===== config.mk =====
export PLATFORM = sky130hd
export DESIGN_NAME = alu_issue_ctrl
export DESIGN_NICKNAME = d
export VERILOG_FILES = /design/src/rtl/alu_issue_ctrl.sv
export SDC_FILE = /design/constraint.sdc
export NUM_CORES = 2
export LEC_CHECK = 0
export CAP_MARGIN = 25
export CORE_MARGIN = 1.5
export CORE_UTILIZATION = 50
export DETAILED_ROUTE_END_ITERATION = 10
export GPL_ROUTABILITY_DRIVEN = 0
export PLACE_DENSITY = 0.67
export SLEW_MARGIN = 20
export SYNTH_ARGS = -nofsm -noshare
export SYNTH_HDL_FRONTEND = slang
export SYNTH_SLANG_ARGS = --single-unit
export TNS_END_PERCENT = 100

===== constraint.sdc =====
create_clock -name clk -period 5.05 [get_ports clk]
set_clock_uncertainty 0.05 [all_clocks]
set_input_delay 1.01 -clock clk [delete_from_list [all_inputs] [get_ports clk]]
set_output_delay 1.01 -clock clk [all_outputs]
set_load 0.1 [all_outputs]

===== src/rtl/alu_issue_ctrl.sv =====
// Issue/writeback controller for a registered ALU. It accepts one RV32I OP/OP-IMM instruction,
// reads its operands from the register file, drives the ALU for one cycle and writes the result
// back. One instruction is in flight at a time and each one takes three cycles.
module alu_issue_ctrl #(
   parameter int unsigned XLEN  = 32,
   parameter int unsigned NREGS = 32
) (
   input  logic            clk,
   input  logic            rst_n,
   input  logic            instr_valid,
   output logic            instr_ready,
   input  logic [31:0]     instr,
   output logic [XLEN-1:0] alu_rs1,
   output logic [XLEN-1:0] alu_rs2,
   output logic [3:0]      alu_sel,
   input  logic [XLEN-1:0] alu_result,
   output logic            wb_valid,
   output logic [4:0]      wb_rd,
   output logic [XLEN-1:0] wb_data,
   output logic            illegal,
   input  logic [4:0]      dbg_addr,
   output logic [XLEN-1:0] dbg_data
);

   typedef enum logic [1:0] {StIdle, StIssue, StWb} state_e;

   localparam logic [6:0] OpcOp    = 7'b0110011;
   localparam logic [6:0] OpcOpImm = 7'b0010011;

   localparam logic [3:0] SelAdd  = 4'b0000;
   localparam logic [3:0] SelSub  = 4'b0001;
   localparam logic [3:0] SelSlt  = 4'b0010;
   localparam logic [3:0] SelSltu = 4'b0011;
   localparam logic [3:0] SelAnd  = 4'b0100;
   localparam logic [3:0] SelOr   = 4'b0101;
   localparam logic [3:0] SelXor  = 4'b0110;
   localparam logic [3:0] SelSll  = 4'b0111;
   localparam logic [3:0] SelSrl  = 4'b1000;
   localparam logic [3:0] SelSra  = 4'b1001;

   state_e          state_q, state_d;
   logic [XLEN-1:0] rf_q [NREGS];
   logic [XLEN-1:0] alu_rs1_q, alu_rs2_q;
   logic [3:0]      alu_sel_q;
   logic [4:0]      rd_q;
   logic            illegal_q;

   logic [6:0]      opcode, funct7;
   logic [2:0]      funct3;
   logic [4:0]      rs1_idx, rs2_idx;
   logic [XLEN-1:0] rs1_val, rs2_val;
   logic            dec_legal;
   logic [3:0]      dec_sel;
   logic [XLEN-1:0] dec_b;
   logic            accept;
   logic            is_slt;

   assign opcode  = instr[6:0];
   assign funct3  = instr[14:12];
   assign funct7  = instr[31:25];
   assign rs1_idx = instr[19:15];
   assign rs2_idx = instr[24:20];

   // x0 is never written, but the explicit zero keeps the read independent of that.
   assign rs1_val  = (rs1_idx == 5'd0) ? '0 : rf_q[rs1_idx];
   assign rs2_val  = (rs2_idx == 5'd0) ? '0 : rf_q[rs2_idx];
   assign dbg_data = (dbg_addr == 5'd0) ? '0 : rf_q[dbg_addr];

   // Decode the offered instruction into legality, ALU select and operand B.
   always_comb begin
      dec_legal = 1'b0;
      dec_sel   = SelAdd;
      dec_b     = rs2_val;
      case (opcode)
         OpcOp: begin
            dec_legal = 1'b1;
            case ({funct7, funct3})
               10'b0000000_000: dec_sel = SelAdd;
               10'b0000000_001: dec_sel = SelSll;
               10'b0000000_010: dec_sel = SelSlt;
               10'b0000000_011: dec_sel = SelSltu;
               10'b0000000_100: dec_sel = SelXor;
               10'b0000000_101: dec_sel = SelSrl;
               10'b0000000_110: dec_sel = SelOr;
               10'b0000000_111: dec_sel = SelAnd;
               10'b0100000_000: dec_sel = SelSub;
               10'b0100000_101: dec_sel = SelSra;
               default:         dec_legal = 1'b0;
            endcase
         end
         OpcOpImm: begin
            dec_legal = 1'b1;
            dec_b     = {{(XLEN-12){instr[31]}}, instr[31:20]};
            case (funct3)
               3'b000: dec_sel = SelAdd;
               3'b010: dec_sel = SelSlt;
               3'b011: dec_sel = SelSltu;
               3'b100: dec_sel = SelXor;
               3'b110: dec_sel = SelOr;
               3'b111: dec_sel = SelAnd;
               3'b001: begin
                  dec_sel   = SelSll;
                  dec_b     = {{(XLEN-5){1'b0}}, instr[24:20]};
                  dec_legal = (funct7 == 7'b0000000);
               end
               default: begin
                  // 3'b101: SRLI / SRAI distinguished by imm[11:5]
                  dec_b     = {{(XLEN-5){1'b0}}, instr[24:20]};
                  dec_sel   = funct7[5] ? SelSra : SelSrl;
                  dec_legal = (funct7 == 7'b0000000) || (funct7 == 7'b0100000);
               end
            endcase
         end
         default: dec_legal = 1'b0;
      endcase
   end

   assign accept = (state_q == StIdle) && instr_valid && dec_legal;

   // Next-state logic: a legal accept walks through ISSUE and WB back to IDLE.
   always_comb begin
      state_d = state_q;
      case (state_q)
         StIdle:  if (accept) state_d = StIssue;
         StIssue: state_d = StWb;
         StWb:    state_d = StIdle;
         default: state_d = StIdle;
      endcase
   end

   // State register.
   always_ff @(posedge clk or negedge rst_n) begin
      if (!rst_n) state_q <= StIdle;
      else        state_q <= state_d;
   end

   // Operand/select registers load only on accept; illegal is a one-cycle pulse.
   always_ff @(posedge clk or negedge rst_n) begin
      if (!rst_n) begin
         alu_rs1_q <= '0;
         alu_rs2_q <= '0;
         alu_sel_q <= SelAdd;
         rd_q      <= '0;
         illegal_q <= 1'b0;
      end else begin
         illegal_q <= (state_q == StIdle) && instr_valid && !dec_legal;
         if (accept) begin
            alu_rs1_q <= rs1_val;
            alu_rs2_q <= dec_b;
            alu_sel_q <= dec_sel;
            rd_q      <= instr[11:7];
         end
      end
   end

   // Register file write at the end of the WB cycle; x0 stays zero.
   always_ff @(posedge clk or negedge rst_n) begin
      if (!rst_n) begin
         for (int unsigned i = 0; i < NREGS; i++) rf_q[i] <= '0;
      end else if ((state_q == StWb) && (rd_q != 5'd0)) begin
         rf_q[rd_q] <= wb_data;
      end
   end

   // Compare results carry only bit 0 of the ALU output.
   assign is_slt      = (alu_sel_q == SelSlt) || (alu_sel_q == SelSltu);
   assign instr_ready = (state_q == StIdle);
   assign wb_valid    = (state_q == StWb);
   assign wb_rd       = wb_valid ? rd_q : '0;
   assign wb_data     = !wb_valid ? '0 :
                        is_slt    ? {{(XLEN-1){1'b0}}, alu_result[0]} : alu_result;
   assign alu_rs1     = alu_rs1_q;
   assign alu_rs2     = alu_rs2_q;
   assign alu_sel     = alu_sel_q;
   assign illegal     = illegal_q;

endmodule


==> results.sh <==
export IMPL_drt_first_pass_iters=5
export IMPL_rsz0062_at_grt="false"
export IMPL_synth_warnings=0
export IMPL_crit_type="input port to output pin"
export IMPL_clockRootBuffer="sky130_fd_sc_hd__clkbuf_16"
export IMPL_grt_start_max_net_pins=119
export IMPL_pwr_density_cell_mw_per_mm2=283
export IMPL_final_max_slew_violation_count=0
export IMPL_asyncSetResetFlopFracSynth=1.00
export IMPL_drt_drc_violations_left=0
export IMPL_synth_seq_area_share=0.432
export IMPL_io_buffers=211
export IMPL_fp_dieH_um=360
export IMPL_critical_path_endpoint_type="output pin"
export IMPL_cts_buffer_depth=3
export IMPL_first_global_vias=49300
export IMPL_design_die_area_mm2=0.129
export IMPL_first_iter_violations=7623
export IMPL_synth_cell_area_mm2=0.0637
export IMPL_layout_core_utilization=0.573
export IMPL_hold_path_class="input port to async pin"
export IMPL_vias_per_cell=7.19
export IMPL_dpl_hpwl_um=145000
export IMPL_worst_endpoint_arrival_ns=3.95
export IMPL_numClockSinks=1100
export IMPL_fmax_mhz=200
export IMPL_floorplan_initialDensity=0.505
export IMPL_layout_min_cycle_time_ns=5.01
export IMPL_grt_first_pass_wirelength_um=346000
export IMPL_fp_coreArea_mm2=0.126
export IMPL_grt_total_usage=0.366
export IMPL_cts_tree="built"
export IMPL_timing_hold_violations_final=0
export IMPL_max_slew_margin_rel=0.239
export IMPL_syn2layout_area_growth_pct=13.4
export IMPL_cap_violations=0
export IMPL_netlist_cell_type_count=61
export IMPL_ant_nets=0
export IMPL_die_width_um=360
export IMPL_post_route_period_util=0.991
export IMPL_worst_tran_pin_value_ns=1.14
export IMPL_worst_path_max_fanout=32
export IMPL_timing_critical_path_from_type="input port"
export IMPL_cts_hold_buf=0
export IMPL_status="completed"
export IMPL_fraction_of_final_layout_cells_sized_beyond_drive_strength_1=0.262
export IMPL_finish_net_count=5387
export IMPL_antenna_violations_before_repair=5
export IMPL_synth_enable_flop_cells=0
export IMPL_synthesis_nets=5437
export IMPL_rows=130
export IMPL_route_vias_total=50800
export IMPL_numCtsBuffers=117
export IMPL_io_pins=212
export IMPL_clock_insertion_delay_worst_skew_ns=0.76
export IMPL_irDropWorstVdd_uv=291
export IMPL_synth_area_per_cell_um2=11.9
export IMPL_setup_viol=0
export IMPL_clk_transition_reported_paths_ns=0.06
export IMPL_finalSetupTns_ns=0
export IMPL_worst_endpoint_required_ns=3.99
export IMPL_synth_instances=5365
export IMPL_finalWirelength_um=235000
export IMPL_ys_seq_elements=1100
export IMPL_routedWlPerCell_um=33.3
export IMPL_synth_main_ff_cell="sky130_fd_sc_hd__dfrtp_1"
export IMPL_overflow=0
export IMPL_p_leak_nw=30.0
export IMPL_cts_htree_levels=3
stage by stage:
stage | power (mW) | std cells | hold slack, ns | setup slack, ns | instance area (um^2)
after floorplan | 10.6 | 5365 | 0.376 | 0.305 | 63700
final | 20.4 | 7063 | 0.284 | 0.0434 | 72200
after global placement | 11.6 | 6835 | 0.338 | 0.0355 | 68100
after CTS | 20.4 | 7054 | 0.308 | 0.0287 | 72000
after detailed placement | 11.6 | 6841 | 0.342 | 0.0294 | 68200
after global routing | 20.9 | 7059 | 0.341 | 0.0342 | 72200
kinds of logic after synthesis:
kind of cell,synth area share
compound gates,0.118
simple gates,0.0786
flops,0.432
mux,0.329
buf+inv,0.0411
xor+xnor,0.000413
synthesized netlist by cell type, drive strengths merged, types with 2 or more instances:
library cell | instances | share of area
a211oi | 17 | 0.0029
a21o | 32 | 0.0038
a21oi | 11 | 0.00086
a221oi | 5 | 0.00069
a22oi | 33 | 0.0039
a31oi | 35 | 0.0034
and2 | 8 | 0.00079
and3 | 2 | 0.00020
and3b | 2 | 0.00028
buf | 144 | 0.012
clkbuf | 447 | 0.026
dfrtp | 1100 | 0.43
inv | 44 | 0.0026
mux2 | 22 | 0.0039
mux2i | 173 | 0.027
mux4 | 843 | 0.30
nand2 | 1096 | 0.065
nand2b | 7 | 0.00069
nand3 | 41 | 0.0032
nand4 | 2 | 0.00020
nor2 | 51 | 0.0030
nor2b | 6 | 0.00059
nor3 | 8 | 0.00071
nor3b | 5 | 0.00059
nor4 | 18 | 0.0019
nor4b | 4 | 0.00055
o211ai | 2 | 0.00053
o21a | 2 | 0.00024
o21ai | 1018 | 0.080
o221ai | 73 | 0.010
o22a | 20 | 0.0028
o22ai | 36 | 0.0035
o311ai | 2 | 0.00039
o31ai | 36 | 0.0043
or2 | 2 | 0.00020
or4 | 4 | 0.00053
xor2 | 2 | 0.00028
per-layer routing:
layer / GRT usage / share of wire / vias to the layer above
met3: 0.132 / 0.15 / 793
met5: 0 / 0.000051 / -
met1: 0.491 / 0.36 / 25800
li1: - / - / 20200
met2: 0.519 / 0.43 / 4046
met4: 0.198 / 0.059 / 2
layout by cell type (no fill, tap or decap), types with 5 or more instances in the layout:
cell                              count
sky130_fd_sc_hd__nor2_1              50
sky130_fd_sc_hd__o21ai_0           1016
sky130_fd_sc_hd__buf_8                8
sky130_fd_sc_hd__o22ai_1             36
sky130_fd_sc_hd__buf_16               6
sky130_fd_sc_hd__a21oi_1             11
sky130_fd_sc_hd__and2_1               6
sky130_fd_sc_hd__nand2_1           1061
sky130_fd_sc_hd__mux4_2             843
sky130_fd_sc_hd__nand3_1             40
sky130_fd_sc_hd__nand2b_1             6
sky130_fd_sc_hd__clkbuf_16          119
sky130_fd_sc_hd__a31oi_1             35
sky130_fd_sc_hd__buf_12              77
sky130_fd_sc_hd__bufinv_16           10
sky130_fd_sc_hd__o31ai_1             34
sky130_fd_sc_hd__nand2_4             32
sky130_fd_sc_hd__mux2i_1            172
sky130_fd_sc_hd__a211oi_2            11
sky130_fd_sc_hd__buf_4              193
sky130_fd_sc_hd__nor2b_1              6
sky130_fd_sc_hd__o221ai_1            73
sky130_fd_sc_hd__clkbuf_1            28
sky130_fd_sc_hd__o22a_1              20
sky130_fd_sc_hd__clkdlybuf4s50_1    131
sky130_fd_sc_hd__a221oi_1             5
sky130_fd_sc_hd__nor3_1               5
sky130_fd_sc_hd__inv_1               41
sky130_fd_sc_hd__a22oi_1             33
sky130_fd_sc_hd__a21o_1              32
sky130_fd_sc_hd__dfrtp_1           1100
sky130_fd_sc_hd__nor4_1              17
sky130_fd_sc_hd__clkbuf_8            24
sky130_fd_sc_hd__clkinv_2            27
sky130_fd_sc_hd__a211oi_1             6
sky130_fd_sc_hd__mux2_2              22
final timing paths:
kind / from / endpoint / slack [ns] / depth (start not counted)
min in group clk: rf_q[996] / rf_q[996] / 0.37 / 0
max in group asynchronous: rst_n / rf_q[886] / 3.40 / 2
worst min register to register: rf_q[996] / rf_q[996] / 0.37 / 0
worst min-delay path: rst_n / rf_q[198] / 0.28 / 1
worst max register to register: state_q[1] / alu_rs1[25] / 1.49 / 6
worst max-delay path: dbg_addr[0] / dbg_data[14] / 0.04 / 8
critical path, stage by stage:
cell and delay (ns):
sky130_fd_sc_hd__buf_8 0.32, sky130_fd_sc_hd__buf_12 0.34, sky130_fd_sc_hd__mux4_2 0.54, sky130_fd_sc_hd__mux4_2 0.49, sky130_fd_sc_hd__mux2i_2 0.60, sky130_fd_sc_hd__buf_4 0.27
sky130_fd_sc_hd__nor2_1 0.09, sky130_fd_sc_hd__buf_12 0.20
layout make-up:
class                      instances  area [um^2]
fill                            9969        53900
timing repair buffer             422         4640
sequential                      1100        27500
multi-input combinational       3629        33900
inverter                          45          174
clock buffer                     170         3400
clock inverter                    43          484
antenna                            4         10.0
tap                             1650         2060
registers in the layout (all words and copies together), names as in the netlist:
register  flops
rf_q       1024
alu_rs1      32
alu_rs2      32
rd_q          5
alu_sel       4
state_q       2
illegal       1
what timing repair did:
item,4_1_cts,5_1_grt
buffers inserted,0,0
endpoints found under the setup margin,0,1
gates resized for setup,0,1
hold endpoints to repair,0,0
where the power goes:
part	leakage (nW)	switching (mW)	internal (mW)
Clock	1.93	3.77	5.14
Sequential	10.2	0.126	8.90
Combinational	17.9	1.71	0.766
Note: power is estimated with default switching activity, not from simulation.
